## src/rtl/id_ex_stage.sv

```systemverilog
// ID/EX pipeline register with load-use stall and branch flush.
// Define STALL_STATS_EN to add the stall_count / flush_count cycle counters.
module id_ex_stage #(
    parameter int DATA_W  = 32,
    parameter int ALUOP_W = 4
) (
    input  logic               clk,
    input  logic               rst,
    input  logic               id_valid,
    input  logic [4:0]         id_rs,
    input  logic [4:0]         id_rt,
    input  logic [4:0]         id_rd,
    input  logic               id_regwrite,
    input  logic               id_memread,
    input  logic               id_memwrite,
    input  logic               id_I_type,
    input  logic               id_branch,
    input  logic [ALUOP_W-1:0] id_aluop,
    input  logic [DATA_W-1:0]  id_rs_data,
    input  logic [DATA_W-1:0]  id_rt_data,
    input  logic [DATA_W-1:0]  id_imm,
    input  logic [DATA_W-1:0]  id_pc,
    input  logic               ex_branch_taken,
    output logic               id_ex_valid,
    output logic [4:0]         id_ex_rs,
    output logic [4:0]         id_ex_rt,
    output logic [4:0]         id_ex_rd,
    output logic               id_ex_regwrite,
    output logic               id_ex_memread,
    output logic               id_ex_memwrite,
    output logic               I_type,
    output logic               branch,
    output logic [ALUOP_W-1:0] id_ex_aluop,
    output logic [DATA_W-1:0]  id_ex_rs_data,
    output logic [DATA_W-1:0]  id_ex_rt_data,
    output logic [DATA_W-1:0]  id_ex_imm,
    output logic [DATA_W-1:0]  id_ex_pc,
    output logic               stall_if_id,
    output logic               flush_if_id
`ifdef STALL_STATS_EN
    ,
    output logic [31:0]        stall_count,
    output logic [31:0]        flush_count
`endif
);

    typedef enum logic {RUN, LU_STALL} state_t;

    typedef struct packed {
        logic               valid;
        logic [4:0]         rs;
        logic [4:0]         rt;
        logic [4:0]         rd;
        logic               regwrite;
        logic               memread;
        logic               memwrite;
        logic               iType;
        logic               branch;
        logic [ALUOP_W-1:0] aluop;
        logic [DATA_W-1:0]  rsData;
        logic [DATA_W-1:0]  rtData;
        logic [DATA_W-1:0]  imm;
        logic [DATA_W-1:0]  pc;
    } idex_t;

    state_t state_q, state_d;
    idex_t  idex_q, idex_d, captured;
    logic   loadUse, stall, flush;

    always_comb begin
        loadUse = id_valid && idex_q.valid && idex_q.memread && (idex_q.rd != 5'd0) &&
                  ((idex_q.rd == id_rs) || (!id_I_type && (idex_q.rd == id_rt)));
    end

    // Reset masks stall/flush combinationally so they drop in the reset cycle itself.
    always_comb begin
        flush    = ex_branch_taken && !rst;
        stall    = loadUse && (state_q == RUN) && !ex_branch_taken && !rst;
        captured = '0;
        if (id_valid) begin
            captured.valid    = 1'b1;
            captured.rs       = id_rs;
            captured.rt       = id_rt;
            captured.rd       = id_rd;
            captured.regwrite = id_regwrite && (id_rd != 5'd0);
            captured.memread  = id_memread;
            captured.memwrite = id_memwrite;
            captured.iType    = id_I_type;
            captured.branch   = id_branch;
            captured.aluop    = id_aluop;
            captured.rsData   = id_rs_data;
            captured.rtData   = id_rt_data;
            captured.imm      = id_imm;
            captured.pc       = id_pc;
        end
        state_d = RUN;
        idex_d  = captured;
        if (flush) begin
            idex_d = '0;
        end else if (stall) begin
            idex_d  = '0;
            state_d = LU_STALL;
        end
    end

    always_ff @(posedge clk) begin
        if (rst) begin
            state_q <= RUN;
            idex_q  <= '0;
        end else begin
            state_q <= state_d;
            idex_q  <= idex_d;
        end
    end

`ifdef STALL_STATS_EN
    logic [31:0] stallCount_q, flushCount_q;

    always_ff @(posedge clk) begin
        if (rst) begin
            stallCount_q <= '0;
            flushCount_q <= '0;
        end else begin
            if (stall) stallCount_q <= stallCount_q + 32'd1;
            if (flush) flushCount_q <= flushCount_q + 32'd1;
        end
    end

    assign stall_count = stallCount_q;
    assign flush_count = flushCount_q;
`endif

    assign id_ex_valid    = idex_q.valid;
    assign id_ex_rs       = idex_q.rs;
    assign id_ex_rt       = idex_q.rt;
    assign id_ex_rd       = idex_q.rd;
    assign id_ex_regwrite = idex_q.regwrite;
    assign id_ex_memread  = idex_q.memread;
    assign id_ex_memwrite = idex_q.memwrite;
    assign I_type         = idex_q.iType;
    assign branch         = idex_q.branch;
    assign id_ex_aluop    = idex_q.aluop;
    assign id_ex_rs_data  = idex_q.rsData;
    assign id_ex_rt_data  = idex_q.rtData;
    assign id_ex_imm      = idex_q.imm;
    assign id_ex_pc       = idex_q.pc;
    assign stall_if_id    = stall;
    assign flush_if_id    = flush;

endmodule

```

## config.mk

```make
export PLATFORM = sky130hd
export DESIGN_NAME = id_ex_stage
export DESIGN_NICKNAME = d
export VERILOG_FILES = /design/src/rtl/id_ex_stage.sv
export SDC_FILE = /design/constraint.sdc
export NUM_CORES = 1
export LEC_CHECK = 0
export ABC_AREA = 1
export CAP_MARGIN = 20
export CORE_ASPECT_RATIO = 0.7
export CORE_MARGIN = 2
export CORE_UTILIZATION = 30
export CTS_CLUSTER_DIAMETER = 120
export DETAILED_ROUTE_END_ITERATION = 10
export GPL_TIMING_DRIVEN = 0
export HOLD_SLACK_MARGIN = 0.12
export PLACE_DENSITY = 0.7
export SKIP_CTS_REPAIR_TIMING = 1
export SLEW_MARGIN = 10
export SYNTH_ARGS = -nofsm -noshare
export SYNTH_HDL_FRONTEND = slang
export SYNTH_SLANG_ARGS = --single-unit
```

## constraint.sdc

```tcl
create_clock -name clk -period 1.8 [get_ports clk]
set_input_delay 0.36 -clock clk [delete_from_list [all_inputs] [get_ports clk]]
set_output_delay 0.36 -clock clk [all_outputs]
set_load 0.01 [all_outputs]
```

# Yosys cells after proc, flatten, opt, wreduce, memory -nomap -nowiden
# Index checks and enable logic that the tools add are counted.
dict set report classes {
  eq_ne 2
  n_mux 2
  n_reduce_logical 19
  bitwise 2
}
# operator count
set op_table {}
lappend op_table {{153-bit two-way mux} 1}
lappend op_table {{5-bit equality test} 2}
lappend op_table {{1-bit logical AND} 10}
lappend op_table {{5-bit nonzero test} 2}
lappend op_table {{4-bit OR reduction} 1}
lappend op_table {{1-bit logical NOT} 3}
lappend op_table {{3-bit OR reduction} 1}
lappend op_table {{1-bit inverter} 2}
lappend op_table {{2-bit OR reduction} 1}
lappend op_table {{1-bit logical OR} 1}
lappend op_table {{1-bit two-way mux} 1}
dict set report word_totals {
  input_bits 156
  regBits 154
  out_inout_bits 155
  wordCells 40
}

# Logic depth before layout (Yosys ltp)
dict set report logic_depth {
  ltp_word 8
  ltp_mapped 11
  ltp_nobuf 9
}

# Worst setup path before layout
# Ideal clock, no wire load.
dict set report synth_path {
  kind {register -> register}
  from {register idex_q (netlist bit id_ex_rd[4])}
  to {register idex_q (netlist bit id_ex_imm[15])}
  path_buffers 2
  required_ps 1689
  setup_slack_ps 402
  setup_time_ps 111
  period_less_slack_ps 1398
  arrival_ps 1287
  path_stages_with_launch 12
  path_cell_list {dfxtp_1 > inv_1 > nand2_1 > nand2_1 > nor2_1 > nand3_1 > nand2_1 > nand2_1 > nand2_2 > buf_6 > buf_6 > nor2_1}
}
dict set report synth_between {
  elab_chain_len 8
  elab_cells_between_ends 11
  classes_between {eq/ne (2); reduce/logical (9)}
}
# element line_no
set synth_lines {}
lappend synth_lines {{from (decl)} 67} ;# idex_t idex_q, idex_d, captured;
lappend synth_lines {{from (signal assigned)} 112} ;# idex_q <= idex_d;
lappend synth_lines {{5-bit equality test} 72} ;# ((idex_q.rd == id_rs) || (!id_I_type && (idex_q.rd == id_rt)));
lappend synth_lines {{1-bit logical AND} 72}
lappend synth_lines {{1-bit logical OR} 72}
lappend synth_lines {{1-bit logical AND (*)} 71} ;# loadUse = id_valid && idex_q.valid && idex_q.memread && (idex_q.rd != 5'd0) &&
lappend synth_lines {{1-bit logical AND (*) (3 in series)} 78} ;# stall = loadUse && (state_q == RUN) && !ex_branch_taken && !rst;
lappend synth_lines {{4-bit OR reduction (no source line) (*)} --}
# Mark *: on every way between the ends. The rest lies on a longest branch, timed or not.
# A chain may end at the register's enable or synchronous reset.

# Final worst setup path
dict set report layout_path {
  from {input port id_rt[3]}
  to {output port stall_if_id}
}
dict set report layout_between {
  elab_chain_len 7
}
# element line_no
set layout_lines {}
lappend layout_lines {{from (decl)} 11} ;# input logic [4:0] id_rt,
lappend layout_lines {{5-bit equality test} 72}
lappend layout_lines {{1-bit logical AND} 72}
lappend layout_lines {{1-bit logical OR} 72}
lappend layout_lines {{1-bit logical AND} 71}
lappend layout_lines {{1-bit logical AND (3 in series)} 78}
lappend layout_lines {{to (decl)} 38} ;# output logic stall_if_id,
# Every way passes these cells.

==> flow_summary_export.csv <==
group,metric,value,unit
drt,routed_wirelength,13.12,mm
global_routing,antenna_found_initial,0,
global_routing,grt_use_total,0.1562,
cells_and_area,fill_cells,1368,
clock_tree,clockBufferDepth,2,
status,status,"complete, but fails checks",
yosys,muxShareOfSynthArea,0,
power_and_ir_drop,switchingPower,0.001818,W
timing,tightest_slew,0.2616,ns
clock_tree,clk_pin_slew,0.06,ns
setup_path,crit_top_cell,"nand2_1",
power_and_ir_drop,intPower,0.005970,W
timing,clock.fmax,0.5291,GHz
power_and_ir_drop,vdd_drop_max,555.0,µV
setup_path,crit_type,"in -> out",
power_and_ir_drop,power_per_cell_area,910.8,nW/µm²
floorplan,die-width,151.7,µm
drt,drtIter0Drc,74,
cells_and_area,area.growth.synth_to_final,86.57,%
power_and_ir_drop,pwr-share-seq,0.452,
floorplan,start_util,0.3094,
place,numPortBuffers,310,
cells_and_area,diodes,0,
job,maxCapViolCount,0,
timing,tns,-0.09013,ns
setup_path,crit_path_max_fanout,3,
power_and_ir_drop,swShare,0.2334,
global_routing,grt_pass1_vias,3891,
yosys,syn_inst,530,
floorplan,die_h,107.4,µm
status,violations,"negative setup slack",
drt,drt_pass1_iterations,4,
global_routing,grt_overflow,0,
timing,rsz0062_at_grt,"true",
yosys,avgSynthCellArea,8.647,µm²
yosys,synth_xor_xnor_area_share,0.001911,
floorplan,num_rows,37,
timing,holdWs,0.2334,ns
yosys,ys_seq_area_frac,0.6727,
timing,clock-skew-final,0.01428,ns
drt,vias,4043,
timing,relSlewSlack,0.8250,
yosys,ys_ff_latch,154,
power_and_ir_drop,clockPowerShare,0.448,
floorplan,pin_count,311,
setup_path,crit_arrival,1.53,ns
setup_path,required,1.44,ns
cells_and_area,drive_above_1_share,0.07569,
yosys,synth_fa_ha_area_frac,0,
setup_path,setup.worst_path.end_class,"output pin",
cells_and_area,final_common_cell,"clkdlybuf4s50_1",
clock_tree,root_buffer,"clkbuf_16",
place,gp_routability_congestion,0.7329,
yosys,netlist_area,4583,µm²
drt,drc_errors,0,
yosys,syn_nets,686,
yosys,synth_top_family_by_area,"simple AND/OR/NAND/NOR gates",
drt,ant_nets,0,
timing,final-max-slew-violation-count,0,
hold_path,hold_class,"in -> reg",
global_routing,grt_max_degree,17,
yosys,synth_compound_area_frac,0.002184,
clock_tree,cts_sinks,154,
yosys,yosys_warnings,0,
timing,hold_viol_final,0,
global_routing,grt_pass1_wl,19.25,mm
clock_tree,h-tree-depth,4,
setup_path,start_kind,"input pin",
clock_tree,cts_tree,"done",
drt,routed_via_density,3.789,
drt,wire_per_inst,12.30,µm
timing,setup_viol,1,
timing,timing.final.ws_setup,-0.09013,ns
clock_tree,worst_skew_pair.late_latency,0.41,ns
setup_path,slowest_delay,0.47,ns
yosys,synthSimpleGateAreaFrac,0.1654,
cells_and_area,fin_nets,1015,
timing,fin_crit,1.890,ns
cells_and_area,final_cell_mix,"clkdlybuf4s50_1, nor2_1, inv_1, dfxtp_1, nand2_1",
place,hpwlAfterDp,10.44,mm
floorplan,core_area,14810,µm²
setup_path,crit_chain,"clkdlybuf4s50_1 > inv_1 > nand2_1 > nand2_1 > nor2_1 > nand3_1 > nand2_1 > nand2_2 > nor2_1 > buf_2",
floorplan,floorplan.die_area,16300,µm²
setup_path,slowest_stage,"clkdlybuf4s50_1",
clock_tree,cts_inserted_buffers,17,
yosys,synth.distinct_cells,14,
power_and_ir_drop,p_comb_frac,0.099,
timing,period_share,1.050,
power_and_ir_drop,power.leakage,4.106,nW
==> state kept, by name (all words and copies together), names as in the netlist, 4 cells and up <==
| register | count |
|---|---|
| id_ex_rs_data | 32 |
| id_ex_imm | 32 |
| id_ex_pc | 32 |
| id_ex_aluop | 4 |
| id_ex_rt | 5 |
| id_ex_rd | 5 |
| id_ex_rt_data | 32 |
| id_ex_rs | 5 |
==> logic make-up after synthesis <==
kind of cell / Yosys count
compound gates: 2
buf+inv: 174
xor+xnor: 1
simple gates: 199
flops: 154
==> cell usage after synthesis <==
cell type	instances	area share
a21oi_1	1	0.0011
buf_2	8	0.0087
buf_6	8	0.020
dfxtp_1	154	0.67
inv_1	156	0.13
inv_2	2	0.0016
nand2_1	29	0.024
nand2_2	1	0.0014
nand3_1	2	0.0022
nand4_1	2	0.0027
nor2_1	164	0.13
nor3_1	1	0.0011
o21ai_0	1	0.0011
xnor2_1	1	0.0019
==> routing by layer <==
layer,vias to the layer above,part of all wire,track usage,wire length [µm]
met5,-,0,0,0
li1,2113,-,-,-
met1,1742,0.38,0.1627,4954
met2,172,0.48,0.2699,6357
met3,16,0.13,0.08517,1656
met4,0,0.012,0.04762,151
==> path summary, 6_finish.rpt <==
path,startpoint,to,slack (ns),cells past startpoint
worst max-delay path,id_rt[3],stall_if_id,-0.09,10
worst min-delay path,id_rs[3],id_ex_rs[3],0.23,3
worst max register to register,id_ex_rd[1],id_ex_rt_data[2],0.18,11
worst min register to register,id_ex_memread,state_q,0.62,4
==> per-stage QoR <==
step | cell area, µm² | cells | power [W] | util | setup slack, ns
floorplan | 4583 | 530 | 0.003814 | - | 0.4020
global placement | 7930 | 1035 | 0.004372 | 0.5353 | -0.5438
detailed placement | 7930 | 1035 | 0.004381 | 0.5353 | -0.5652
CTS | 8509 | 1067 | 0.007912 | 0.5744 | -0.5684
global route | 8551 | 1067 | 0.008129 | 0.5772 | -0.1636
finish | 8551 | 1067 | 0.007788 | 0.5772 | -0.09013
==> worst max-delay path: cells and delay by family <==
kind / cells / cell delay, ns
buf+inv: 3 / 0.66
simple gates: 7 / 0.51
==> final cells by class <==
cell class,instances,area (µm²),area share
Buffer,16,130.1,0.01522
Clock buffer,17,425.4,0.04975
Clock inverter,15,153.9,0.01800
Inverter,158,593.1,0.06936
Multi-Input combinational cell,202,792.0,0.09263
Sequential cell,154,3094,0.3619
Tap cell,195,244.0,0.02853
Timing Repair Buffer,310,3118,0.3646
==> power by group through the flow <==
stage               Clock (W)  Sequential [W]  Combinational (W)
floorplan                   0         0.00365           0.000164
global placement            0         0.00360           0.000773
detailed placement          0         0.00360           0.000779
CTS                   0.00360         0.00352           0.000783
global route          0.00375         0.00353           0.000847
finish                0.00349         0.00352           0.000773
Note: power is estimated with default switching activity, not from simulation.
